==> src/rtl/alu_pkg.sv <==
// alu_pkg
// Shared definitions for the registered 8-bit ALU: datapath widths,
// the 4-bit opcode enumeration and the divide-by-zero result constant.
package alu_pkg;

    localparam int DATA_W  = 8;
    localparam int OP_W    = 4;
    localparam int SHAMT_W = 4;
    localparam int RES_W   = 16;

    // Quotient reported when the divisor is zero.
    localparam logic [RES_W-1:0] DIV0 = 16'hFFFF;

    typedef enum logic [OP_W-1:0] {
        OP_ADD  = 4'd0,
        OP_SUB  = 4'd1,
        OP_MUL  = 4'd2,
        OP_DIV  = 4'd3,
        OP_MOD  = 4'd4,
        OP_AND  = 4'd5,
        OP_OR   = 4'd6,
        OP_XOR  = 4'd7,
        OP_NAND = 4'd8,
        OP_NOR  = 4'd9,
        OP_XNOR = 4'd10,
        OP_NOT  = 4'd11,
        OP_SHL  = 4'd12,
        OP_SHR  = 4'd13,
        OP_ROL  = 4'd14,
        OP_ROR  = 4'd15
    } op_e;

endpackage

==> src/rtl/alu_shift.sv <==
// alu_shift
// Combinational shifter/rotator for the ALU.
// Ports:
//   a_i      [7:0]  operand A
//   n_bit_i  [3:0]  shift / rotate amount
//   op_i     op_e   operation; non-shift opcodes produce zero
//   res_o    [15:0] shift result
module alu_shift
    import alu_pkg::*;
(
    input  logic [DATA_W-1:0]  a_i,
    input  logic [SHAMT_W-1:0] n_bit_i,
    input  op_e                op_i,
    output logic [RES_W-1:0]   res_o
);

    logic [RES_W-1:0]  a_ext;
    logic [RES_W-1:0]  a_dbl;
    logic [2:0]        rot;
    logic [DATA_W-1:0] rol_b;
    logic [DATA_W-1:0] ror_b;

    assign a_ext = {8'h00, a_i};
    // Rotates use a doubled copy of A: shifting {A,A} and taking one byte
    // wraps the bits around without a separate OR of two shifted copies.
    assign a_dbl = {a_i, a_i};
    assign rot   = n_bit_i[2:0];
    assign rol_b = 8'((a_dbl << rot) >> 8);
    assign ror_b = 8'(a_dbl >> rot);

    always_comb begin
        res_o = '0;
        case (op_i)
            OP_SHL:  res_o = a_ext << n_bit_i;
            OP_SHR:  res_o = a_ext >> n_bit_i;
            OP_ROL:  res_o = {8'h00, rol_b};
            OP_ROR:  res_o = {8'h00, ror_b};
            default: res_o = '0;
        endcase
    end

endmodule

==> src/rtl/alu.sv <==
// alu
// 8-bit registered ALU, 16 operations, 16-bit result, latency one clock.
// Ports:
//   clk     clock, rising edge
//   rst     synchronous active-high reset, clears Out
//   Out     [15:0] registered result
//   Opcode  [3:0]  operation select (see alu_pkg::op_e)
//   A, B    [7:0]  unsigned operands
//   N_bit   [3:0]  shift / rotate amount
module alu
    import alu_pkg::*;
(
    input  logic               clk,
    input  logic               rst,
    output logic [RES_W-1:0]   Out,
    input  logic [OP_W-1:0]    Opcode,
    input  logic [DATA_W-1:0]  A,
    input  logic [DATA_W-1:0]  B,
    input  logic [SHAMT_W-1:0] N_bit
);

    op_e              op;
    logic [RES_W-1:0] a_ext;
    logic [RES_W-1:0] b_ext;
    logic [RES_W-1:0] shift_res;
    logic [RES_W-1:0] out_d;
    logic [RES_W-1:0] out_q;

    assign op    = op_e'(Opcode);
    assign a_ext = {8'h00, A};
    assign b_ext = {8'h00, B};

    alu_shift u_shift (
        .a_i     (A),
        .n_bit_i (N_bit),
        .op_i    (op),
        .res_o   (shift_res)
    );

    always_comb begin
        out_d = '0;
        case (op)
            OP_ADD:  out_d = a_ext + b_ext;
            OP_SUB:  out_d = a_ext - b_ext;
            OP_MUL:  out_d = a_ext * b_ext;
            // Divisor zero is trapped explicitly so no X reaches the register.
            OP_DIV:  out_d = (B == 8'h00) ? DIV0 : {8'h00, A / B};
            OP_MOD:  out_d = (B == 8'h00) ? a_ext : {8'h00, A % B};
            OP_AND:  out_d = {8'h00, A & B};
            OP_OR:   out_d = {8'h00, A | B};
            OP_XOR:  out_d = {8'h00, A ^ B};
            OP_NAND: out_d = {8'h00, ~(A & B)};
            OP_NOR:  out_d = {8'h00, ~(A | B)};
            OP_XNOR: out_d = {8'h00, ~(A ^ B)};
            OP_NOT:  out_d = {8'h00, ~A};
            OP_SHL, OP_SHR, OP_ROL, OP_ROR: out_d = shift_res;
            default: out_d = '0;
        endcase
    end

    always_ff @(posedge clk) begin
        if (rst) begin
            out_q <= '0;
        end else begin
            out_q <= out_d;
        end
    end

    assign Out = out_q;

endmodule

==> config.mk <==
export PLATFORM = sky130hd
export DESIGN_NAME = alu
export DESIGN_NICKNAME = d
export VERILOG_FILES = /design/src/rtl/alu_pkg.sv /design/src/rtl/alu_shift.sv /design/src/rtl/alu.sv
export SDC_FILE = /design/constraint.sdc
export NUM_CORES = 1
export LEC_CHECK = 0
export CORE_MARGIN = 8
export CORE_UTILIZATION = 44
export CTS_CLUSTER_SIZE = 40
export DETAILED_ROUTE_END_ITERATION = 7
export SETUP_SLACK_MARGIN = 0.15
export SKIP_LAST_GASP = 1
export SYNTH_ARGS = -nofsm -noshare
export SYNTH_HDL_FRONTEND = slang
export SYNTH_SLANG_ARGS = --single-unit
==> constraint.sdc <==
create_clock -name clk -period 11.4 [get_ports clk]
set_clock_uncertainty 0.15 [all_clocks]
set_input_delay 1.71 -clock clk [delete_from_list [all_inputs] [get_ports clk]]
set_output_delay 1.71 -clock clk [all_outputs]
set_load 0.02 [all_outputs]
* Word level (Yosys, flattened, before mapping)
Index checks and enable logic that the tools add are counted.
** Storage, ports and cells
- Input port bits :: 26
- Output and inout bits :: 16
- Bits in registers :: 16
** Cells by class
- Bitwise gates (word level) :: 7
- $add $sub $neg :: 2
- Mux-type cells :: 4
- Shift-type cells :: 4
- Reduce and logical (&&, ||, !) cells :: 3
- Eq/ne operators :: 15
- Div/mod/pow operators :: 2
- Multipliers :: 1
** Operators with widths (count)
- $pmux W16 S13 :: 1
- $pmux W16 S4 :: 1
- $eq A4 B4 Y1 const B :: 8
- $not A8 Y8 :: 4
- $eq A4 B3 Y1 const B :: 4
- $mul A8 B8 Y16 :: 1
- $mux W16 :: 1
- $shl A16 B3 Y16 :: 1
- $shl A8 B4 Y16 :: 1
- $shr A16 B3 Y8 :: 1
- $shr A8 B4 Y16 :: 1
- $add A8 B8 Y9 :: 1
- $sub A8 B8 Y9 :: 1
- $and A8 B8 Y8 :: 1
- $div A8 B8 Y8 :: 1
- $eq A4 B2 Y1 const B :: 2
- $logic_not A8 Y1 :: 1
- $mod A8 B8 Y8 :: 1
- $mux W8 :: 1
- $or A8 B8 Y8 :: 1
- $xor A8 B8 Y8 :: 1
- $eq A4 B1 Y1 const B :: 1
- $logic_not A4 Y1 :: 1
- $reduce_or A4 Y1 :: 1

* Longest topological paths before layout
Gate-level depths: netlist (run 1).
- Depth after elaboration :: 3
- Mapped depth :: 49
- Gate-level depth less buffers :: 47

* Cells and area by module
Synthesis (run 1) repeated with hierarchy kept, for this count alone.
** Second synthesis, totals
- Cell total of the unflattened synthesis :: 1005
- Area total of the unflattened synthesis :: 7468.4 um^2
** Modules (own cells, without submodules)
- alu :: seq. area each 320.3 um^2, cells each 840, area an instance 6170.9 um^2, instances 1
- alu_shift :: seq. area each 0.0 um^2, cells each 165, area an instance 1297.5 um^2, instances 1

* Worst setup path after synthesis (run 1)
No wires, ideal clock.
- Kind :: input port to flip-flop
- Start :: input port B[5]
- End :: register out_q[5], in the netlist Out[5]
- Setup time :: 116 ps
- Stages on the path :: 47
- Arrival time :: 12105 ps
- Path slack :: -971 ps
- Path through :: buf_2 -> or4_4 -> nor3_1 -> a21oi_1 -> ha_1 -> o21a_1 -> o2111ai_1 -> o31ai_1 -> ha_1 -> o211ai_1 -> a211oi_4 -> mux2_2 -> inv_1 -> ha_1 -> o211ai_1 -> a21boi_0 -> o21a_1 -> o31a_1 -> (+11 left out) -> a41oi_1 -> nor3_1 -> a21o_1 -> ha_1 -> o21ai_0 -> o21ai_0 -> nand4_1 -> nand2_1 -> clkbuf_1 -> mux2i_1 -> ha_1 -> nor2b_1 -> o31a_1 -> o21bai_1 -> a21o_1 -> nor3_1 -> o41a_1 -> a31o_2
** Between the ends
- Word-level cells in the longest chain between the ends :: 3
** Ends and longest elaborated chain
- start: declaration :: RTL line alu.sv:18 : input logic [DATA_W-1:0] B,
- $mod A8 B8 Y8, or another cell as far along :: RTL line alu.sv:48 : OP_MOD: out_d = (B == 8'h00) ? a_ext : {8'h00, A % B};
- $mux W8, or another cell as far along :: RTL line alu.sv:48
- $pmux W16 S13 (*) :: RTL line alu.sv:42 : case (op)
- end signal: assignment :: RTL line alu.sv:65 : out_q <= out_d;
- end: declaration :: RTL line alu.sv:27 : logic [RES_W-1:0] out_q;
Every way passes the cells marked *; elsewhere a longest branch is shown, timed or not.
A chain may end at the register's enable or synchronous reset.

* Worst setup path in the final report (run 1)
- Start :: input port A[7]
- End :: register out_q[5], in the netlist Out[5]
** Between the ends
- Word-level cells in the longest chain between the ends :: 3
** Ends and longest elaborated chain
- start: declaration :: RTL line alu.sv:17 : input logic [DATA_W-1:0] A,
- $mod A8 B8 Y8, or another cell as far along :: RTL line alu.sv:48
- $mux W8, or another cell as far along :: RTL line alu.sv:48
- $pmux W16 S13 (*) :: RTL line alu.sv:42
Marked as above.

==> results of run 1 <==
## power by group through the flow
| stage | clock network [mW] | logic [mW] | registers, mW |
|---|---|---|---|
| after CTS | 0.0732 | 0.754 | 0.0640 |
| after global placement | 0 | 0.723 | 0.0653 |
| after detailed placement | 0 | 0.731 | 0.0651 |
| final | 0.0723 | 0.789 | 0.0639 |
| after global routing | 0.0748 | 0.866 | 0.0646 |
| after floorplan | 0 | 0.482 | 0.0725 |
## how the worst min path moves through the flow
stage | startpoint | endpoint | slack (ns) | depth (start not counted)
6_report | B[7] | Out[8]$_SDFF_PP0_ | 2.12 | 5
5_1_grt | B[7] | Out[8]$_SDFF_PP0_ | 2.19 | 5
4_1_cts | Opcode[3] | Out[0]$_SDFF_PP0_ | 2.19 | 4
3_5_place_dp | Out[2]$_SDFF_PP0_ | Out[2] | 2.36 | 1
3_3_place_gp | Out[2]$_SDFF_PP0_ | Out[2] | 2.36 | 1
2_1_floorplan | N_bit[3] | Out[10]$_SDFF_PP0_ | 1.88 | 4
## logic make-up (layout without fill, tap and decap cells)
logic type               count (synthesis)  in the layout  synth area share [%]
AO/OA/AOI/OAI                          281            281                  27.4
XOR/XNOR                                26             26                  3.17
buffers and inverters                  148            323                  7.91
flip-flops                              16             16                  4.46
AND/OR/NAND/NOR                        318            318                  21.4
adder cells (fa/ha/maj)                139            139                  28.3
multiplexers                            41             41                  7.37
## final cells by class
| type | instances | area [um2] |
|---|---|---|
| Tap cell | 216 | 270 |
| Fill cell | 1501 | 6300 |
| Clock buffer | 3 | 75.1 |
| Multi-Input combinational cell | 805 | 6800 |
| Timing Repair Buffer | 229 | 1830 |
| Inverter | 91 | 342 |
| Sequential cell | 16 | 320 |
## through the flow
stage          util (%)  std cells  TNS [ns]  worst slack [ns]
5_1_grt            60.5       1360     -2.64            -0.428
6_report           60.5       1360         0            0.0278
3_5_place_dp       56.1       1307     -4.05            -0.589
2_1_floorplan         -        969         0             0.145
3_3_place_gp       56.1       1307     -2.78            -0.438
4_1_cts            59.0       1352         0             0.185
## Yosys cell counts (9+ instances only)
cell       count
fa_1          39
or2_2         11
a31oi_1       18
nor2_1        84
a22oi_1        9
o21a_1        19
a21o_1        10
o21ai_0       44
a211oi_1      11
and3_1        10
mux2i_1       18
o211ai_1      12
inv_1         91
a21oi_1       52
buf_1          9
xor2_1        13
xnor2_1       13
nor3_1        33
o22ai_1       13
o2111ai_1     11
clkbuf_1      43
nand2b_1      14
nand2_1       85
mux2_2        15
ha_1         100
nor2b_1       17
dfxtp_1       16
nand3_1       21
o31ai_1       11
or3_1         11
## timing repair
action / 4_1_cts / 5_1_grt
cloned: 0 / 0
buffers inserted: 42 / 8
pin swaps: 24 / 43
hold buffers: 0 / 0
resized for setup: 21 / 46
endpoints found under the hold margin: 0 / 0
setup endpoints to repair: 8 / 8
## per-layer routing
metal | vias to the layer above | track usage (%) | routed length (um) | part of all wire, %
li1 | 3874 | - | - | -
met1 | 3858 | 34.3 | 11800 | 43
met3 | 70 | 4.68 | 2180 | 8.0
met4 | 0 | 11.2 | 974 | 3.6
met2 | 365 | 42.1 | 12400 | 45
met5 | - | 0 | 0 | 0
==> flow_summary_export.csv, run 1 <==
group,metric,value,unit
power,power_density,96.0,nW/um2
clock_network,clkTransAtPathRegs,0.05,ns
worst_setup_path,critPathSlowestCell,"clkdlybuf4s50_1",
clock_network,cts_num_sinks,16,
worst_setup_path,crit_required,11.40,ns
status,status,"finished clean",
power,p_seq_share,6.9,%
clock_network,cts_buffers,3,
worst_setup_path,crit_end,"Out[5]$_SDFF_PP0_",
logic_synthesis,ys_seq_area_share,4.46,%
worst_hold_path,hold_path_class,"primary input to flop",
route,drc,0,
sta,report.final.slew_viol_count,0,
power,clkPwrFrac,7.8,%
cells_and_area,drive_above_1_share,26.8,%
logic_synthesis,async_reset_ff_share,0,%
power,total_power,0.925,mW
sta,timing.final.crit_period,11.37,ns
worst_setup_path,cpPeakStageDelay,0.52,ns
logic_synthesis,syn_nets,1134,
worst_setup_path,crit_type,"primary input to flop",
route,num_vias,8167,
logic_synthesis,synthCells,969,
worst_setup_path,start_kind,"primary input",
sta,fmax,87.9,MHz
route,dr.pass1.iters,5,
sta,finalHoldWorstSlack,2.12,ns
global_route,grtUsageTotal,26.4,%
worst_setup_path,cp_num_buf_inv,7,
cells_and_area,largest_reg_flops,16,
power,switching_power,0.443,mW
global_route,grt_antenna_before_repair,0,
logic_synthesis,synth_top_area_share,17.4,%
route,drt.antenna.violating_nets,0,
worst_setup_path,path_depth,49,
cells_and_area,final_common_cell,"buf_4",
sta,rsz0062_at_grt,"true",
logic_synthesis,yosys.area.top_type,"ha_1",
clock_network,cts_tree,"done",
power,pwr-share-comb,85.3,%
logic_synthesis,synth_seq_cells,16,
cells_and_area,fin_area,9640,um2
place,portBuffers,41,
floorplan,die_w,144,um
floorplan,start_util,45.1,%
logic_synthesis,synth_area,7190,um2
sta,setup_viol,0,
place,placed_cell_area,8940,um2
floorplan,coreArea,15900,um2
route,vias_per_cell,6.01,
logic_synthesis,avgSynthCellArea,7.42,um2
sta,hold_violations,0,
power,peakVddDrop,0.0000445,V
global_route,grt_overflow,0,
place,dpl.hpwl,20.8,mm
worst_setup_path,end_kind,"flop",
sta,max_slew_margin,23.0,%
run,cap_viol_max_count,0,
route,first_iter_violations,737,
logic_synthesis,synth_ff_type,"dfxtp_1",
logic_synthesis,yosysWarnings,0,
logic_synthesis,synth_cell_types,75,
floorplan,io_pins,42,
floorplan,fp.dieArea,20700,um2
sta,fin_crit_sh,99.8,%
power,intPower,0.482,mW
cells_and_area,diodes,0,
floorplan,core.rowCount,46,
worst_setup_path,worstSetupStartpoint,"A[7]",
worst_setup_path,crit_family,"compound AO/OA/AOI/OAI gates",
worst_setup_path,worstPathArrival,11.38,ns
logic_synthesis,synth_edf_count,0,
route,routed_wl,27.3,mm
cells_and_area,final_cell_mix,"buf_4 (185), inv_1 (87), ha_1 (87), nand2_1 (83), nor2_1 (82)",
power,p_leak,4.39,nW
global_route,grt_max_degree,43,
route,wl_per_cell,20.1,um
global_route,grt_pass1_vias,7958,
clock_network,root_buffer,"clkbuf_16",
place,globalplace.congestion,1.01,
cells_and_area,nets,1311,
worst_setup_path,worstPathMaxFanout,8,
clock_network,clockBufferDepth,2,
sta,worst_slew_pin_slew,1.15,ns
clock_network,cts_htree_levels,1,
power,p_sw_share,47.9,%
cells_and_area,area_delta_synth_final,34.2,%
floorplan,die_h,144,um
logic_synthesis,synth_area_leaders,"ha_1 (17%), fa_1 (11%), inv_1 (4.8%)",
global_route,grt_pass1_wl,42.6,mm
Note: power is estimated with default switching activity, not from simulation.
==> run 2, diff against run 1 <==
--- a/config.mk
+++ b/config.mk
@@ -5,10 +5,13 @@
 export SDC_FILE = /design/constraint.sdc
 export NUM_CORES = 1
 export LEC_CHECK = 0
+export CELL_PAD_IN_SITES_DETAIL_PLACEMENT = 1
+export CELL_PAD_IN_SITES_GLOBAL_PLACEMENT = 2
 export CORE_MARGIN = 8
-export CORE_UTILIZATION = 44
+export CORE_UTILIZATION = 33
 export CTS_CLUSTER_SIZE = 40
 export DETAILED_ROUTE_END_ITERATION = 7
+export PLACE_DENSITY_LB_ADDON = 0.1
 export SETUP_SLACK_MARGIN = 0.15
 export SKIP_LAST_GASP = 1
 export SYNTH_ARGS = -nofsm -noshare
==> flow_summary_export.csv, run 2 (synthesis results as in run 1) <==
group,metric,value,unit
status,status,"finished with violations",
status,failed_checks,"negative setup slack",
sta,fin_crit_sh,100,%
cells_and_area,fin_area,9790,um2
place,pre_cts_slack,-0.742,ns
cells_and_area,area_delta_synth_final,36.3,%
place,placed_cells,1375,
route,drt.antenna.violating_nets,0,
global_route,grt_max_degree,43,
sta,timing.final.crit_period,11.40,ns
global_route,grt_antenna_before_repair,0,
worst_setup_path,worstPathArrival,11.37,ns
place,globalplace.congestion,0.872,
sta,finalSetupTns,-0.0000675,ns
worst_setup_path,worstPathMaxFanout,7,
worst_setup_path,end_kind,"flop",
worst_setup_path,crit_required,11.37,ns
route,num_vias,8189,
clock_network,postCtsHoldBufs,0,
place,portBuffers,41,
sta,hold_violations,0,
cells_and_area,final_core_utilization,45.3,%
clock_network,cts_num_sinks,16,
cells_and_area,n_fill_cell,2698,
route,drc,0,
cells_and_area,drive_above_1_share,27.7,%
cells_and_area,diodes,0,
clock_network,root_buffer,"clkbuf_16",
sta,report.final.slew_viol_count,0,
clock_network,clockBufferDepth,2,
route,routed_wl,32.6,mm
place,dpl.hpwl,24.9,mm
sta,rsz0062_at_grt,"true",
sta,setup_viol,1,
power,power_density,100,nW/um2
worst_setup_path,start_kind,"primary input",
run,cap_viol_max_count,0,
place,placed_cell_area,9050,um2
clock_network,cts_tree,"done",
global_route,grt_overflow,0,
power,peakVddDrop,0.0000421,V
sta,fin_ws,-0.0000675,ns
sta,worst_slew_pin_slew,1.05,ns
cells_and_area,final_cell_mix,"buf_4 (179), inv_1 (88), ha_1 (84), nand2_1 (81), nor2_1 (80)",
floorplan,core.rowCount,54,
global_route,grt_pass1_wl,49.6,mm
floorplan,io_pins,42,
floorplan,coreArea,21600,um2
route,wl_per_cell,22.9,um
power,p_leak,4.36,nW
floorplan,start_util,33.2,%
route,vias_per_cell,5.76,
floorplan,die_w,164,um
cells_and_area,final_cells,1422,
cells_and_area,final_common_cell,"buf_4",
cells_and_area,nets,1309,
route,dr.pass1.iters,5,
sta,fmax,87.7,MHz
worst_setup_path,cpPeakStageDelay,0.55,ns
worst_setup_path,crit_type,"primary input to flop",
cells_and_area,largest_reg_flops,16,
clock_network,cts_htree_levels,1,
route,first_iter_violations,512,
clock_network,clkTransAtPathRegs,0.05,ns
global_route,grtUsageTotal,23.9,%
global_route,grt_pass1_vias,8464,
worst_hold_path,hold_path_class,"primary input to flop",
worst_setup_path,critPathSlowestCell,"or4_4",
sta,max_slew_margin,29.3,%
floorplan,fp.dieArea,26800,um2
clock_network,cts_buffers,3,
floorplan,die_h,164,um
run 2: per-layer routing:
metal,share of wire (%),wire length (um),track usage [%],vias to the layer above
li1,-,-,-,3858
met1,46,15000,32.5,4066
met2,47,15300,40.1,216
met3,4.6,1510,1.64,49
met4,2.5,814,6.36,0
met5,0,0,0,-
run 2: final cells by class:
| class | instances | area, um2 | area share (%) |
|---|---|---|---|
| repair buffers | 227 | 1820 | 18.6 |
| well taps | 280 | 350 | 3.58 |
| inverters | 91 | 342 | 3.49 |
| flip-flops and latches | 16 | 320 | 3.27 |
| clock buffers | 3 | 75.1 | 0.767 |
| multi-input cells | 805 | 6890 | 70.3 |
run 2: path summary, 6_finish.rpt:
check / startpoint / end / slack, ns / cells past startpoint
setup / recovery: B[7] / Out[0]$_SDFF_PP0_ / -0.00007 / 47
hold / removal: B[7] / Out[8]$_SDFF_PP0_ / 2.16 / 5
run 2: stage by stage:
step	total power [mW]	hold WS [ns]
floorplan	0.555	1.88
global placement	0.813	2.36
detailed placement	0.822	2.36
CTS	0.946	2.23
global route	1.07	2.21
finish	0.984	2.16
run 2: report_power, final:
group	leakage [nW]	switching [mW]	internal, mW
Sequential	0.131	0.00235	0.0621
Combinational	4.20	0.446	0.401
Clock	0.0370	0.0261	0.0463
Total	4.36	0.474	0.510
run 2: worst max-delay path, delay by kind of cell:
| kind | cells | cell delay (ns) |
|---|---|---|
| buffers and inverters | 7 | 0.79 |
| and+or+nand+nor | 5 | 0.95 |
| xor gates and xnor gates | 1 | 0.10 |
| adders and majority gates | 7 | 1.84 |
| muxes | 3 | 0.84 |
| AOI/OAI and AO/OA | 24 | 5.12 |
run 2: timing repair:
action,in CTS,in global routing
pin swaps,47,25
setup endpoints to repair,8,8
buffers inserted,30,14
resized for setup,49,39
